### src/rtl/serial_twos_unit.sv
// Digit-serial two's-complement unit: negate, absolute value, sign-magnitude conversion or pass.
// Latency: WIDTH/DIGIT cycles from accept to out_valid; holds the result in DONE until out_ready.
module serial_twos_unit #(
    parameter int WIDTH = 8,
    parameter int DIGIT = 1
) (
    input  logic             clk,
    input  logic             rst_n,
    input  logic             in_valid,
    output logic             in_ready,
    input  logic [WIDTH-1:0] a,
    input  logic [1:0]       mode,
    output logic             out_valid,
    input  logic             out_ready,
    output logic [WIDTH-1:0] result,
    output logic             ovf,
    output logic             zero
);

    localparam int N  = WIDTH / DIGIT;
    localparam int CW = $clog2(N + 1);

    typedef enum logic [1:0] {IDLE, RUN, DONE} state_t;

    state_t           state_q, state_d;
    logic [WIDTH-1:0] op_q, op_d;
    logic [WIDTH-1:0] res_q, res_d;
    logic             inv_q, inv_d;
    logic             carry_q, carry_d;
    logic             ovf_q, ovf_d;
    logic             zero_q, zero_d;
    logic [CW-1:0]    cnt_q, cnt_d;

    logic [DIGIT:0]   digit_sum;
    logic [WIDTH-1:0] res_shift;
    logic             is_min;
    logic             cap_inv;
    logic [WIDTH-1:0] cap_op;

    assign digit_sum = {1'b0, (op_q[DIGIT-1:0] ^ {DIGIT{inv_q}})} + {{DIGIT{1'b0}}, carry_q};
    assign is_min    = (a == {1'b1, {(WIDTH-1){1'b0}}});

    // Result digits enter at the top so the LSB digit lands at bit 0 after N cycles.
    generate
        if (DIGIT == WIDTH) begin : g_full
            assign res_shift = digit_sum[DIGIT-1:0];
        end else begin : g_part
            assign res_shift = {digit_sum[DIGIT-1:0], res_q[WIDTH-1:DIGIT]};
        end
    endgenerate

    always_ff @(posedge clk or negedge rst_n) begin
        if (!rst_n) begin
            state_q <= IDLE;
            op_q    <= '0;
            res_q   <= '0;
            inv_q   <= 1'b0;
            carry_q <= 1'b0;
            ovf_q   <= 1'b0;
            zero_q  <= 1'b0;
            cnt_q   <= '0;
        end else begin
            state_q <= state_d;
            op_q    <= op_d;
            res_q   <= res_d;
            inv_q   <= inv_d;
            carry_q <= carry_d;
            ovf_q   <= ovf_d;
            zero_q  <= zero_d;
            cnt_q   <= cnt_d;
        end
    end

    always_comb begin
        state_d   = state_q;
        op_d      = op_q;
        res_d     = res_q;
        inv_d     = inv_q;
        carry_d   = carry_q;
        ovf_d     = ovf_q;
        zero_d    = zero_q;
        cnt_d     = cnt_q;
        cap_inv   = 1'b0;
        cap_op    = a;
        in_ready  = (state_q == IDLE) && rst_n;
        out_valid = (state_q == DONE);

        case (mode)
            2'b00:   cap_inv = 1'b1;
            2'b01:   cap_inv = a[WIDTH-1];
            2'b10: begin
                cap_inv = a[WIDTH-1];
                cap_op  = {1'b0, a[WIDTH-2:0]};
            end
            default: cap_inv = 1'b0;
        endcase

        case (state_q)
            IDLE: begin
                if (in_valid && in_ready) begin
                    op_d    = cap_op;
                    inv_d   = cap_inv;
                    carry_d = cap_inv;
                    // The minimum value negates to itself, so only the flag needs computing.
                    ovf_d   = (mode == 2'b00 || mode == 2'b01) && is_min;
                    cnt_d   = '0;
                    state_d = RUN;
                end
            end
            RUN: begin
                op_d    = op_q >> DIGIT;
                res_d   = res_shift;
                carry_d = digit_sum[DIGIT];
                cnt_d   = cnt_q + CW'(1);
                if (cnt_q == CW'(N - 1)) begin
                    zero_d  = (res_shift == '0);
                    cnt_d   = '0;
                    state_d = DONE;
                end
            end
            DONE: begin
                if (out_ready) begin
                    state_d = IDLE;
                end
            end
            default: state_d = IDLE;
        endcase
    end

    assign result = res_q;
    assign ovf    = ovf_q;
    assign zero   = zero_q;

endmodule

### config.mk
export PLATFORM = sky130hd
export DESIGN_NAME = serial_twos_unit
export DESIGN_NICKNAME = d
export VERILOG_FILES = /design/src/rtl/serial_twos_unit.sv
export SDC_FILE = /design/constraint.sdc
export NUM_CORES = 1
export LEC_CHECK = 0
export BUFFER_PORTS_ARGS = -buffer_cell sky130_fd_sc_hd__buf_2
export CAP_MARGIN = 10
export CORE_AREA = 3 3 53 55
export DETAILED_ROUTE_END_ITERATION = 10
export DIE_AREA = 0 0 56 58
export PLACE_DENSITY = 0.76
export SETUP_SLACK_MARGIN = 0.2
export SYNTH_ARGS = -nofsm -noshare
export SYNTH_HDL_FRONTEND = slang
export SYNTH_SLANG_ARGS = --single-unit
### constraint.sdc
create_clock -name clk -period 1.8 [get_ports clk]
set_input_delay 0.09 -clock clk [delete_from_list [all_inputs] [get_ports clk]]
set_output_delay 0.09 -clock clk [all_outputs]
set_load 0.02 [all_outputs]
# --- Word level (Yosys, flattened, before mapping) ---
# Index checks and enable logic that the tools add are counted.
op_classes:
  multipliers: 0
  n_eq_ne: 9
  addsub: 2
  n_shift: 0
  div_mod_pow: 0
  magnitude_cmp: 0
  bitwise: 1
  n_reduce_logical: 13
  n_mux: 13
ops:
  columns: ["operator", "n"]
  rows:
  - ["$mux W8", 2]
  - ["$pmux W8 S2", 1]
  - ["$eq A8 B8 Y1 const B", 1]
  - ["$logic_not A8 Y1", 1]
  - ["$mux W4", 2]
  - ["$pmux W4 S2", 1]
  - ["$mux W2", 3]
  - ["$pmux W2 S3", 1]
  - ["$reduce_and A2 Y1", 3]
  - ["$add A4 B1 Y4 const B", 1]
  - ["$eq A2 B1 Y1 const B", 2]
  - ["$eq A2 B2 Y1 const B", 2]
  - ["$eq A4 B3 Y1 const B", 1]
  - ["$logic_not A2 Y1", 2]
  - ["$ne A2 B1 Y1 const B", 2]
  - ["$pmux W1 S2", 2]
  - ["$logic_and A1 B1 Y1", 3]
  - ["$reduce_and A3 Y1", 1]
  - ["$add A1 B1 Y2", 1]
  - ["$ne A2 B2 Y1 const B", 1]
  - ["$reduce_bool A2 Y1", 1]
  - ["$reduce_or A2 Y1", 1]
  - ["$logic_or A1 B1 Y1", 1]
  - ["$mux W1", 1]
  - ["$xor A1 B1 Y1", 1]
word_totals:
  inputBits: 14
  mem_bits_rw: 0
  latch_bits: 0
  rom_bits: 0
  register_bits: 26
  n_memories: 0

# --- Longest topological paths before layout ---
depth:
  ltp_word: 5
  ltp_mapped: 5
  depth_no_buf: 5

# --- Worst setup path after synthesis ---
# OpenSTA, ideal clock, no wires.
synth_timing:
  path_type: "register to register"
  from: "register inv_q"
  to: "register zero_q, in the netlist zero"
  path_buffers: 0
  path_slack_ps: 460
  stages_incl_launch_ff: 6
  t_required_ps: 1705
  arrival_time_ps: 1245
  synth_period_minus_slack_ps: 1340
  path_cell_list: "dfrtp_1 -> xor2_1 -> ha_1 -> nor4_1 -> nand2_1 -> o31ai_1"
synth_via:
  elab_chain_len: 3
synth_lines:
  columns: ["element", "line", "text"]
  rows:
  - ["start, declared", "28", "logic inv_q, inv_d;"]
  - ["start signal, assigned", "66", "inv_q <= inv_d;"]
  - ["$xor A1 B1 Y1", "40", "assign digit_sum = {1'b0, (op_q[DIGIT-1:0] ^ {DIGIT{inv_q}})} + {{DIGIT{1'b0}}, carry_q};"]
  - ["$add A1 B1 Y2", "40", null]
  - ["net digit_sum[0]", "34", "logic [DIGIT:0] digit_sum;"]
  - ["$logic_not A8 Y1", "116", "zero_d = (res_shift == '0);"]
  - ["end signal, assigned", "69", "zero_q <= zero_d;"]
  - ["end, declared", "31", "logic zero_q, zero_d;"]
# The timed path passes the listed nets, and every way through them passes these cells.
# A chain may end at the register's enable or synchronous reset.

# --- Final worst setup path ---
layout_timing:
  from: "register state_q[1]"
  to: "register cnt_q[3]"
layout_via:
  elab_chain_len: 5
layout_lines:
  columns: ["element", "line", "text"]
  rows:
  - ["start, declared", "25", "state_t state_q, state_d;"]
  - ["start signal, assigned", "63", "state_q <= state_d;"]
  - ["$logic_not A2 Y1", "85, 98", null]
  - ["$logic_and A1 B1 Y1", "85", "in_ready = (state_q == IDLE) && rst_n;"]
  - ["$logic_and A1 B1 Y1", "100", "if (in_valid && in_ready) begin"]
  - ["$ne A2 B1 Y1 (no source line)", null, null]
  - ["$reduce_and A2 Y1 (no source line)", null, null]
  - ["end signal, assigned", "70", "cnt_q <= cnt_d;"]
  - ["end, declared", "32", "logic [CW-1:0] cnt_q, cnt_d;"]
# Several ways; a longest one is shown, not always the timed one.

==> results.yml <==
run_status:
  status: "complete, no violations"
floorplan:
  fp.dieArea_um2: 3250
  io_pins: 26
  fp.dieW_um: 56
  die_h_um: 58
  rows: 18
  initial_core_util_pct: 52.1
  core-area_um2: 2430
synthesis:
  synth_cell_types: 30
  synth-edff-count: 0
  synthCells: 128
  ys_seq_area_share_pct: 51.3
  yosysWarnings: 0
  synth-main-ff-cell: "dfrtp_1"
  synth_nets: 148
  async_flop_share_pct: 100
  syn_area_um2: 1270
  syn_avg_cell_area_um2: 9.90
  synth_seq_cells: 26
grt:
  grt_pass1_wl_mm: 4.42
  track_usage_pct: 17.1
  grt_max_degree: 24
  antenna_found_initial: 0
  grt_pass1_vias: 1009
  grt-ovfl-total: 0
worst_setup_path:
  regToRegStartpoint: "state_q[1]$_DFFE_PN0P_"
  slowest_delay_ns: 0.50
  startpoint_type: "flop"
  critical_path_arrival_ns: 1.73
  r2r.worst_path.cells: 3
  crit_buf_inv: 0
  reg2reg_setup_slack_ns: 0.29
  crit_family: "simple AND/OR/NAND/NOR gates"
  worstSetupEndpointType: "flop"
  r2r_end: "cnt_q[3]$_DFFE_PN0P_"
  slowest_stage: "dfrtp_1"
  crit_chain: "and2b_2 -> and3_1 -> a211o_2"
  required_ns: 2.02
  cp_max_fo: 21
  path_class: "flop to flop"
power_and_ir_drop:
  power_density_nw_per_um2: 1580
  leakage_uw: 0.000786
  switchingPower_uw: 943
  ir_drop_v: 0.000778
  power.internal_uw: 1430
  p_clk_share_pct: 16.7
  pwr-share-seq_pct: 42.3
  power_frac_comb_pct: 41.0
  swShare_pct: 39.7
clock_network:
  numCtsBuffers: 3
  cts_setup_buffers: 0
  cts-root-buf: "clkbuf_4"
  path_clk_slew_ns: 0.14
  clkSinkCount: 26
  clockBufferDepth: 2
  cts_tree: "built"
  insertion_delay_ns: 0.32
  htreeDepth: 1
hold_path:
  holdPathStages: 3
  min_to: "state_q[1]$_DFFE_PN0P_"
  min-delay-start: "out_ready"
  hp-class: "input port to flop"
layout:
  layout-drive-gt1-share_pct: 24.4
  fin_nets: 177
  finalCoreUtilization_pct: 61.6
  antenna_cells: 0
  area_growth_pct: 18.3
  n_fill_cell: 219
job:
  maxCapViolations: 0
route:
  vias_per_cell: 5.53
  vias: 1028
  finalWirelength_mm: 2.54
  first_iter_violations: 19
  drc: 0
  ant_nets: 0
  first_pass_iters: 4
  wire_per_inst_um: 13.6
timing:
  period_share_pct: 84.0
  setup_viol: 0
  setup-tns-final_ns: 0
  fmax_ghz: 0.661
  hold_violations: 0
  slew_violations: 0
  slew_headroom_pct: 69.1
  fin_crit_ns: 1.51
  fin_skew_ns: 0.00355
  worst_pin_slew_ns: 0.464
  rsz0062_at_grt: "false"
placed_design:
  dp_hpwl_mm: 1.87
  globalplace.congestion: 0.749
  port_buffers: 25
[layout make-up]
| type | count | area (um2) | area share, % |
|---|---|---|---|
| clock inverter | 1 | 30.0 | 2.00 |
| timing repair buffer | 30 | 165 | 11.0 |
| clock buffer | 3 | 22.5 | 1.50 |
| inverter | 2 | 7.51 | 0.501 |
| sequential | 26 | 651 | 43.4 |
| tap | 30 | 37.5 | 2.50 |
| multi-input combinational | 94 | 586 | 39.1 |
[kinds of logic (layout without fill, tap and decap cells)]
family,after synthesis,in the layout,synth area share [%]
buf+inv,8,36,2.96
simple gates,51,51,20.2
flops,26,26,51.3
compound gates,29,29,13.3
fa+ha+maj,6,6,5.92
mux,7,7,5.53
xor+xnor,1,1,0.691
[power by group through the flow]
stage                     registers (uW)  logic [uW]  clock network [uW]
after floorplan                     1070         623                   0
after global placement               994         932                   0
after detailed placement            1010         967                   0
after CTS                            995         971                 402
after global routing                1030        1100                 431
final                               1000         974                 396
[metrics by stage]
step	area [um2]	std cells	total power (uW)	setup slack, ns	hold slack [ns]
final	1500	186	2370	0.288	0.0436
after global routing	1500	186	2560	0.207	0.0649
after CTS	1490	186	2370	0.216	0.0524
after detailed placement	1430	181	1970	0.303	-0.0733
after global placement	1430	181	1930	0.284	-0.0776
after floorplan	1270	128	1690	0.460	-0.206
[cells in the final DEF (no fill, tap or decap), types with 2 or more instances in the layout]
cell type / instances
buf_4: 4
mux2i_1: 7
a21oi_1: 2
and2b_2: 2
nand3_1: 2
dfrtp_1: 26
o21ai_0: 20
nand2b_1: 2
inv_1: 2
nor4_1: 2
buf_2: 25
nor4b_1: 2
nand2_1: 32
clkbuf_4: 3
o31ai_1: 2
nor3b_1: 2
ha_1: 6
[synth_stat cells (2+ instances only)]
cell type / instances / area [um2]
o21ai_0: 20 / 100
nor4_1: 3 / 18.8
nor4b_1: 2 / 17.5
nor3b_1: 2 / 15.0
clkbuf_1: 2 / 7.51
mux2i_1: 7 / 70.1
o31ai_1: 2 / 15.0
nand2b_1: 2 / 12.5
and2b_2: 2 / 17.5
inv_1: 2 / 7.51
a21oi_1: 2 / 10.0
ha_1: 6 / 75.1
clkbuf_2: 2 / 10.0
nand3_1: 2 / 10.0
dfrtp_1: 26 / 651
nand2_1: 32 / 120
[layer usage]
layer | routed length, um | part of all wire, % | track usage [%]
met3 | 110 | 4.3 | 3.12
met2 | 1270 | 50 | 29.5
met5 | 0 | 0 | 0
met1 | 1130 | 45 | 22.6
met4 | 25 | 0.99 | 4.07
[sequential cells by signal (all words and copies together), names as in the netlist]
register	cells
result	8
op_q	8
inv_q	1
carry_q	1
zero	1
state_q	2
ovf	1
cnt_q	4
[worst register-to-register path, delay by kind of cell (launching register included)]
family          cells  cell delay, ns
compound gates      1            0.26
flops               1            0.50
simple gates        2            0.66
[worst max-delay path by stage]
stage                                       to  slack (ns)  cells past startpoint                   start
after global routing       op_q[6]$_DFFE_PN0P_        0.21                      3  state_q[1]$_DFFE_PN0P_
after detailed placement   op_q[1]$_DFFE_PN0P_        0.30                      3  state_q[0]$_DFFE_PN0P_
final                     cnt_q[3]$_DFFE_PN0P_        0.29                      3  state_q[1]$_DFFE_PN0P_
after CTS                  op_q[0]$_DFFE_PN0P_        0.22                      5                   rst_n
after global placement     op_q[0]$_DFFE_PN0P_        0.28                      3  state_q[0]$_DFFE_PN0P_
after floorplan               zero$_DFFE_PN0P_        0.46                      5       inv_q$_DFFE_PN0P_
[repair_timing]
item / CTS / global route
endpoints found under the setup margin: 0 / 10
endpoints found under the hold margin: 26 / 0
hold buffers: 1 / 0
gates resized for setup: 0 / 2
(Power assumes the default switching activity.)
